==> src/rtl/bram_port_master.sv <==
// rtl/bram_port_master.sv - request/response front end for one BRAM port with a zero-fill sweep
module bram_port_master #(
   parameter int DATA_W = 2,
   parameter int ADDR_W = 13
) (
   input  logic              CLK,
   input  logic              RST_N,
   input  logic              REQ_VALID,
   output logic              REQ_READY,
   input  logic              REQ_WE,
   input  logic [ADDR_W-1:0] REQ_ADDR,
   input  logic [DATA_W-1:0] REQ_WDATA,
   output logic              RSP_VALID,
   input  logic              RSP_READY,
   output logic [DATA_W-1:0] RSP_RDATA,
   input  logic              CLR_START,
   output logic              BUSY,
   output logic              CLR_DONE,
   output logic              EN,
   output logic              WE,
   output logic              SSR,
   output logic [ADDR_W-1:0] ADDR,
   output logic [DATA_W-1:0] DI,
   input  logic [DATA_W-1:0] DO
);

   typedef enum logic {
      ST_IDLE,
      ST_CLEAR
   } state_t;

   localparam logic [ADDR_W-1:0] LAST_ADDR = '1;

   state_t            state;
   state_t            state_nxt;
   logic [ADDR_W-1:0] clr_cnt;
   logic              inflight;
   logic [DATA_W-1:0] fifo_mem [2];
   logic              wr_ptr;
   logic              rd_ptr;
   logic [1:0]        fifo_cnt;
   logic [1:0]        occupancy;
   logic              xfer;
   logic              push;
   logic              pop;

   // Buffered plus in-flight reads may never exceed the two FIFO slots.
   assign occupancy = fifo_cnt + {1'b0, inflight};
   assign REQ_READY = (state == ST_IDLE) && !CLR_START && (occupancy < 2'd2);
   assign xfer      = REQ_VALID & REQ_READY;

   assign push      = inflight;
   assign RSP_VALID = (fifo_cnt != 2'd0);
   assign RSP_RDATA = fifo_mem[rd_ptr];
   assign pop       = RSP_VALID & RSP_READY;

   assign BUSY = (state == ST_CLEAR);
   assign SSR  = ~RST_N;

   always_comb begin
      state_nxt = state;
      EN        = 1'b0;
      WE        = 1'b0;
      ADDR      = '0;
      DI        = '0;
      CLR_DONE  = 1'b0;
      case (state)
         ST_IDLE: begin
            if (xfer) begin
               EN   = 1'b1;
               WE   = REQ_WE;
               ADDR = REQ_ADDR;
               DI   = REQ_WDATA;
            end
            if (CLR_START) begin
               state_nxt = ST_CLEAR;
            end
         end
         ST_CLEAR: begin
            EN   = 1'b1;
            WE   = 1'b1;
            ADDR = clr_cnt;
            if (clr_cnt == LAST_ADDR) begin
               CLR_DONE  = 1'b1;
               state_nxt = ST_IDLE;
            end
         end
         default: state_nxt = ST_IDLE;
      endcase
   end

   always_ff @(posedge CLK) begin
      if (!RST_N) begin
         state    <= ST_IDLE;
         clr_cnt  <= '0;
         inflight <= 1'b0;
         wr_ptr   <= 1'b0;
         rd_ptr   <= 1'b0;
         fifo_cnt <= 2'd0;
      end else begin
         state <= state_nxt;
         if (state == ST_CLEAR) begin
            clr_cnt <= clr_cnt + 1'b1;
         end else begin
            clr_cnt <= '0;
         end
         inflight <= xfer & ~REQ_WE;
         if (push) begin
            wr_ptr <= ~wr_ptr;
         end
         if (pop) begin
            rd_ptr <= ~rd_ptr;
         end
         case ({push, pop})
            2'b10:   fifo_cnt <= fifo_cnt + 2'd1;
            2'b01:   fifo_cnt <= fifo_cnt - 2'd1;
            default: fifo_cnt <= fifo_cnt;
         endcase
      end
   end

   // Storage needs no reset; occupancy is tracked by fifo_cnt.
   always_ff @(posedge CLK) begin
      if (push) begin
         fifo_mem[wr_ptr] <= DO;
      end
   end

endmodule

==> config.mk <==
export PLATFORM = sky130hd
export DESIGN_NAME = bram_port_master
export DESIGN_NICKNAME = d
export VERILOG_FILES = /design/src/rtl/bram_port_master.sv
export SDC_FILE = /design/constraint.sdc
export NUM_CORES = 1
export LEC_CHECK = 0
export CORE_UTILIZATION = 45
export DETAILED_ROUTE_END_ITERATION = 8
export GPL_ROUTABILITY_DRIVEN = 0
export PLACE_DENSITY = 0.86
export SYNTH_ARGS = -nofsm -noshare
export SYNTH_HDL_FRONTEND = slang
export SYNTH_SLANG_ARGS = --single-unit
==> constraint.sdc <==
create_clock -name CLK -period 2.93 [get_ports CLK]
set_input_delay 0.879 -clock CLK [delete_from_list [all_inputs] [get_ports CLK]]
set_output_delay 0.879 -clock CLK [all_outputs]
set_load 0.03 [all_outputs]
==> reports/metrics.csv, run 1 <==
stage,metric,value,unit
timing,layout_setup_ws,0.0106,ns
finish,design_area,0.00171,mm2
grt,grt_pass1_wl,4890,um
synthesis,yosysSeqAreaShare,0.446,
place,port_buffers,46,
synthesis,netlist_top_cells_area,"dfxtp_1 (34%), edfxtp_1 (10%), a22o_1 (9.0%)",
synthesis,ys.flop_type,dfxtp_1,
power,switchingPower,182,uW
power,switching_share,0.246,
synthesis,syn_nets,146,
synthesis,synth_top_area_share,0.343,
timing,holdWs,0.507,ns
finish,fin_util,0.697,
grt,antenna_found_initial,0,
cts,ctsHtreeMaxLevel,1,
die,io_pins,47,
routing,drc,0,
grt,grt_usage,0.239,
power,clkPwrFrac,0.320,
timing,setup_violations,0,
die,core,0.00245,mm2
die,die_height,52.9,um
worst_setup_path,crit_path_start_kind,input port,
finish,syn_to_final_growth,46.6,%
grt,first_global_vias,1135,
power,ir_worst_vdd,0.000341,V
synthesis,syn_inst,121,
synthesis,synth_most_common_cell,dfxtp_1,
worst_setup_path,critPathMaxStageDelay,0.43,ns
power,comb_power_share,0.206,
die,num_rows,18,
worst_setup_path,worstPathRequired,2.05,ns
timing,maxSlewViolCount,0,
place,dpl_cell_area,0.00163,mm2
cts,cts.sinks,24,
cts,cts_hold_buf,0,
synthesis,synth_top_cell_by_area,dfxtp_1,
grt,grt_overflow,0,
routing,routedWlPerCell,15.3,um
worst_setup_path,cp.arrival,2.04,ns
run_status,outcome,"complete, no violations",
worst_setup_path,r2r_slack,1.25,ns
worst_setup_path,slowest_stage,clkdlybuf4s50_1,
cts,cts_root_buffer,clkbuf_4,
synthesis,yosys_warnings,0,
worst_setup_path,path_cells,"clkdlybuf4s50_1, o211a_4, buf_6, or2_2, buf_6",
finish,drive_gt1_frac,0.238,
synthesis,syn-cell-area,0.00117,mm2
power,power_density,431,mW/mm2
die,die-area,0.00280,mm2
cts,clock_latency,0.31,ns
grt,grt_max_degree,21,
timing,fin_crit_sh,0.996,
cts,cts_tree,built,
synthesis,synth_edf_count,4,
finish,antenna-diode-count,0,
synthesis,synth_area_per_cell,9.65,um2
cts,clockBufferDepth,2,
worst_setup_path,critPathKind,input port to output port,
worst_setup_path,cp_common_cell,buf_6,
worst_setup_path,worst-path-buf-inv,3,
timing,relSlewSlack,0.732,
routing,drt-pass1-iter-count,4,
routing,num_vias,1161,
synthesis,synth_seq_cells,24,
timing,hold_violations,0,
timing,period_needed,2.92,ns
cts,cts_made_buffers,3,
worst_hold_path,hold_path_class,register to register,
worst_setup_path,endpoint_kind,output port,
worst_setup_path,path_delay_family,buffers and inverters,
finish,final_nets,198,
worst_setup_path,critPathMaxFanout,7,
place,pre_cts_ws,-0.0622,ns
power,p_seq_frac,0.473,
synthesis,yosys-top-cells-count,"dfxtp_1 (20), a22o_1 (12), nor2_1 (10)",
power,power_leakage,0.000663,uW
timing,worst_pin_slew,0.401,ns
flow_run,cap_violations,0,
routing,routed_wl,3100,um
synthesis,postSynth.asyncResetShare,0,
synthesis,post_synth_num_cell_types,36,
routing,drt-vias-per-instance,5.75,
die,die_w,52.9,um
finish,n_fill_cell,196,
cts,clkTransAtPathRegs,0.13,ns
place,dpl.hpwl,2210,um
die,initial_core_util,0.476,
timing,fmax,0.343,GHz
power,p_int,556,uW
routing,drtIter0Drc,15,
timing,skew,0.00247,ns
routing,ant_nets,0,
-- final timing paths --
check,end,start,cells after the start
setup / recovery,EN,REQ_VALID,5
hold / removal,clr_cnt[0]$_SDFF_PN0_,clr_cnt[0]$_SDFF_PN0_,1
setup reg to reg,clr_cnt[10]$_SDFF_PN0_,clr_cnt[0]$_SDFF_PN0_,4
hold reg to reg,clr_cnt[0]$_SDFF_PN0_,clr_cnt[0]$_SDFF_PN0_,1
-- metal layers --
metal,part of all wire,routed length [um],track usage,up-vias
li1,-,-,-,552
met1,0.40,1230,0.266,569
met2,0.54,1670,0.432,34
met3,0.050,155,0.0402,6
met4,0.012,38,0.118,0
met5,0,0,0,-
-- timing repair --
action                                  4_1_cts  5_1_grt
endpoints found under the setup margin       14       12
cloned                                        1        0
resized for setup                             7        2
pin swaps                                     3        0
buffers inserted                              0        0
-- cells in the final DEF, fill, tap and decap left out, drive strengths merged, types with 3 or more instances in the layout --
| cell | instances |
|---|---|
| a22o | 13 |
| a21oi | 9 |
| and3 | 3 |
| nor2 | 10 |
| clkdlybuf4s50 | 25 |
| clkbuf | 3 |
| o21ai | 5 |
| edfxtp | 4 |
| buf | 25 |
| o31ai | 3 |
| xnor2 | 5 |
| or3 | 5 |
| nand2 | 5 |
| or4 | 3 |
| and2 | 4 |
| nand4 | 4 |
| dfxtp | 20 |
| nand3 | 3 |
-- state kept, by name, summed over array words and instances, names as in the netlist, named ones only --
name      cells
inflight      1
wr_ptr        1
BUSY          1
fifo_mem      4
rd_ptr        1
clr_cnt      13
fifo_cnt      2
-- final cells by class --
type                    instances  area, um2  area share
inverters                       3       11.3     0.00658
clock buffers                   3       22.5      0.0132
well taps                      30       37.5      0.0219
flip-flops and latches         24        520       0.304
multi-input cells              89        622       0.363
repair buffers                 52        468       0.273
clock inverters                 1       30.0      0.0175
-- per-stage QoR --
step	setup TNS, ns	instances	total power (uW)
2_1_floorplan	0	121	432
3_3_place_gp	-0.162	197	498
3_5_place_dp	-0.224	197	503
4_1_cts	0	202	739
5_1_grt	-0.00195	202	765
6_report	0	202	738
-- power by group through the flow --
stage	combinational (uW)	clock [uW]	sequential (uW)
2_1_floorplan	75.4	0	357
5_1_grt	160	254	351
4_1_cts	151	238	349
3_5_place_dp	146	0	357
3_3_place_gp	142	0	356
6_report	152	237	349
-- cells by family after synthesis --
family / after synthesis / synth area share
and+or+nand+nor: 42 / 0.205
AOI/OAI and AO/OA: 35 / 0.213
xor gates and xnor gates: 7 / 0.0525
adders and majority gates: 2 / 0.0214
DFF: 24 / 0.446
buffers and inverters: 8 / 0.0343
muxes: 3 / 0.0279
(Power assumes the default switching activity.)
==> inputs of run 2 (changes only) <==
- CORE_UTILIZATION: 45 -> 65
- DONT_BUFFER_PORTS: not set -> 1
- PLACE_DENSITY: 0.86 -> 0.84
==> run 2 against run 1 <==
Die area decreased by 30%. Via count decreased by 20%. Clock skew increased by 0.00077 ns. Largest cell class unchanged.
==> reports/metrics.csv, run 2 (same netlist as run 1, synthesis figures left out) <==
stage,metric,value,unit,change
run_status,outcome,"complete, no violations",,unchanged
timing,rsz0062_at_grt,no,,
timing,totalNegativeSetupSlack,0,ns,unchanged
worst_setup_path,critPathMaxFanout,8,,was 7
grt,antenna_found_initial,0,,unchanged
timing,fmax,0.360,GHz,was 0.343 GHz
die,die_w,44.4,um,was 52.9 um
timing,fin_crit_sh,0.949,,was 0.996
cts,cts_hold_buf,0,,unchanged
power,ir_worst_vdd,0.000478,V,was 0.000341 V
worst_setup_path,crit_path_start_kind,register,,was input port
cts,cts_made_buffers,3,,unchanged
grt,grt_max_degree,22,,was 21
worst_hold_path,holdPathStages,1,,unchanged
finish,top_register,clr_cnt,,unchanged
finish,drive_gt1_frac,0.131,,was 0.238
worst_setup_path,r2r_end,clr_cnt[10]$_SDFF_PN0_,,unchanged
timing,period_needed,2.78,ns,was 2.92 ns
worst_setup_path,cp.arrival,1.90,ns,was 2.04 ns
routing,ant_nets,0,,unchanged
cts,clkTransAtPathRegs,0.13,ns,about the same
worst_hold_path,hold_path_end,clr_cnt[0]$_SDFF_PN0_,,unchanged
routing,wl_met1,978,um,was 1230 um
finish,antenna-diode-count,0,,unchanged
routing,drtIter0Drc,15,,unchanged
finish,fin_util,0.779,,was 0.697
place,port_buffers,0,,was 46
timing,hold_violations,0,,unchanged
routing,wl_met3,160,um,was 155 um
finish,reg_top3,"clr_cnt x13, fifo_mem x4, fifo_cnt x2",,unchanged
worst_setup_path,rr_startpoint,clr_cnt[0]$_SDFF_PN0_,,unchanged
cts,clock_latency,0.31,ns,about the same
timing,holdWs,0.514,ns,was 0.507 ns
grt,grt_overflow,0,,unchanged
cts,cts_root_buffer,clkbuf_4,,unchanged
cts,clockBufferDepth,2,,unchanged
timing,skew,0.00324,ns,was 0.00247 ns
grt,grt_pass1_wl,3330,um,was 4890 um
worst_setup_path,critPathKind,register to output port,,was input port to output port
grt,grt_usage,0.232,,was 0.239
power,power_density,540,mW/mm2,was 431 mW/mm2
routing,drc,0,,unchanged
die,die-area,0.00197,mm2,was 0.00280 mm2
worst_setup_path,ff2ff_path_depth,4,,unchanged
worst_hold_path,hold_path_class,register to register,,unchanged
timing,relSlewSlack,0.710,,was 0.732
worst_setup_path,r2r_slack,1.31,ns,was 1.25 ns
timing,maxSlewViolCount,0,,unchanged
die,die_height,44.4,um,was 52.9 um
worst_hold_path,hold_start,clr_cnt[0]$_SDFF_PN0_,,unchanged
finish,largest_register_ffs,13,,unchanged
die,initial_core_util,0.732,,was 0.476
finish,layout_commonest_cell,dfxtp_1,,was clkdlybuf4s50_1
routing,drt-vias-per-instance,6.37,,was 5.75
finish,final_cell_mix,"dfxtp_1 (20), a22o_1 (12), nor2_1 (10), a21oi_1 (9)",,"was clkdlybuf4s50_1 (25), dfxtp_1 (20), buf_4 (20), a22o_1 (12)"
routing,drt-pass1-iter-count,4,,unchanged
power,power_leakage,0.000436,uW,was 0.000663 uW
cts,ctsHtreeMaxLevel,1,,unchanged
worst_setup_path,worstPathRequired,2.05,ns,about the same
routing,num_vias,930,,was 1161
die,io_pins,47,,unchanged
routing,routedWlPerCell,15.1,um,was 15.3 um
finish,final_nets,148,,was 198
routing,wl_met2,1030,um,was 1670 um
cts,cts.sinks,24,,unchanged
die,core,0.00159,mm2,was 0.00245 mm2
timing,worst_pin_slew,0.432,ns,was 0.401 ns
place,dpl.hpwl,1620,um,was 2210 um
die,num_rows,14,,was 18
timing,setup_violations,0,,unchanged
routing,top_layer_used,met4,,unchanged
cts,cts_tree,built,,unchanged
finish,syn_to_final_growth,6.32,%,was 46.6%
flow_run,cap_violations,0,,unchanged
routing,routed_wl,2200,um,was 3100 um
worst_setup_path,endpoint_kind,output port,,unchanged
grt,first_global_vias,758,,was 1135
[run 2: cell count changes in the layout (fill, tap and decap cells not counted), sizes merged]
cell and delta:
clkdlybuf4s50 -25, buf -23, dlygate4sd2 -2
[run 2: metal layers]
layer / vias to the layer above / track usage
li1: 453 / -
met1: 431 / 0.312
met2: 42 / 0.376
met3: 4 / 0.0367
met4: 0 / 0.0909
met5: - / 0
[run 2: final cells by class]
type | count | area [um2]
Multi-Input combinational cell | 89 | 612
Timing Repair Buffer | 2 | 15.0
Tap cell | 24 | 30.0
Sequential cell | 24 | 520
Clock inverter | 1 | 30.0
Clock buffer | 3 | 22.5
Inverter | 3 | 11.3
Fill cell | 123 | 353
[run 2: per-stage QoR]
stage               instances  setup slack, ns  cell area (um2)  power (uW)
floorplan                 121            0.233             1170         432
global placement          142            0.322             1180         439
detailed placement        142            0.281             1180         441
CTS                       146            0.120             1240         669
global route              146           0.0644             1240         687
finish                    146            0.151             1240         670
[run 2: where the power goes]
group / switching, uW / leakage, uW / internal [uW]
Sequential: 7.18 / 0.000198 / 342
Clock: 98.9 / 0.0000279 / 138
Combinational: 60.6 / 0.000210 / 23.2
[run 2: what timing repair did]
action	in CTS	in global routing
endpoints found under the setup margin	0	1
resized for setup	0	1
buffers inserted	0	0
[run 2: worst max path at each step]
stage	to	start	slack (ns)
CTS	CLR_DONE	clr_cnt[0]$_SDFF_PN0_	0.12
detailed placement	ADDR[8]	CLR_START	0.28
finish	CLR_DONE	clr_cnt[0]$_SDFF_PN0_	0.15
global route	CLR_DONE	clr_cnt[0]$_SDFF_PN0_	0.06
global placement	ADDR[12]	CLR_START	0.32
floorplan	ADDR[5]	CLR_START	0.23
[run 2: critical path, cell delays in order (launching register included)]
cell,delay [ns]
dfxtp_1,0.44
ha_1,0.23
nand3_2,0.19
nor3_2,0.34
and3_1,0.39
==> inputs of run 3 (changes only) <==
- CAP_MARGIN: not set -> 20
- CTS_CLUSTER_SIZE: not set -> 16
==> results of run 3 <==
Same layout as run 2: the final DEF is identical, and so are final timing and power.
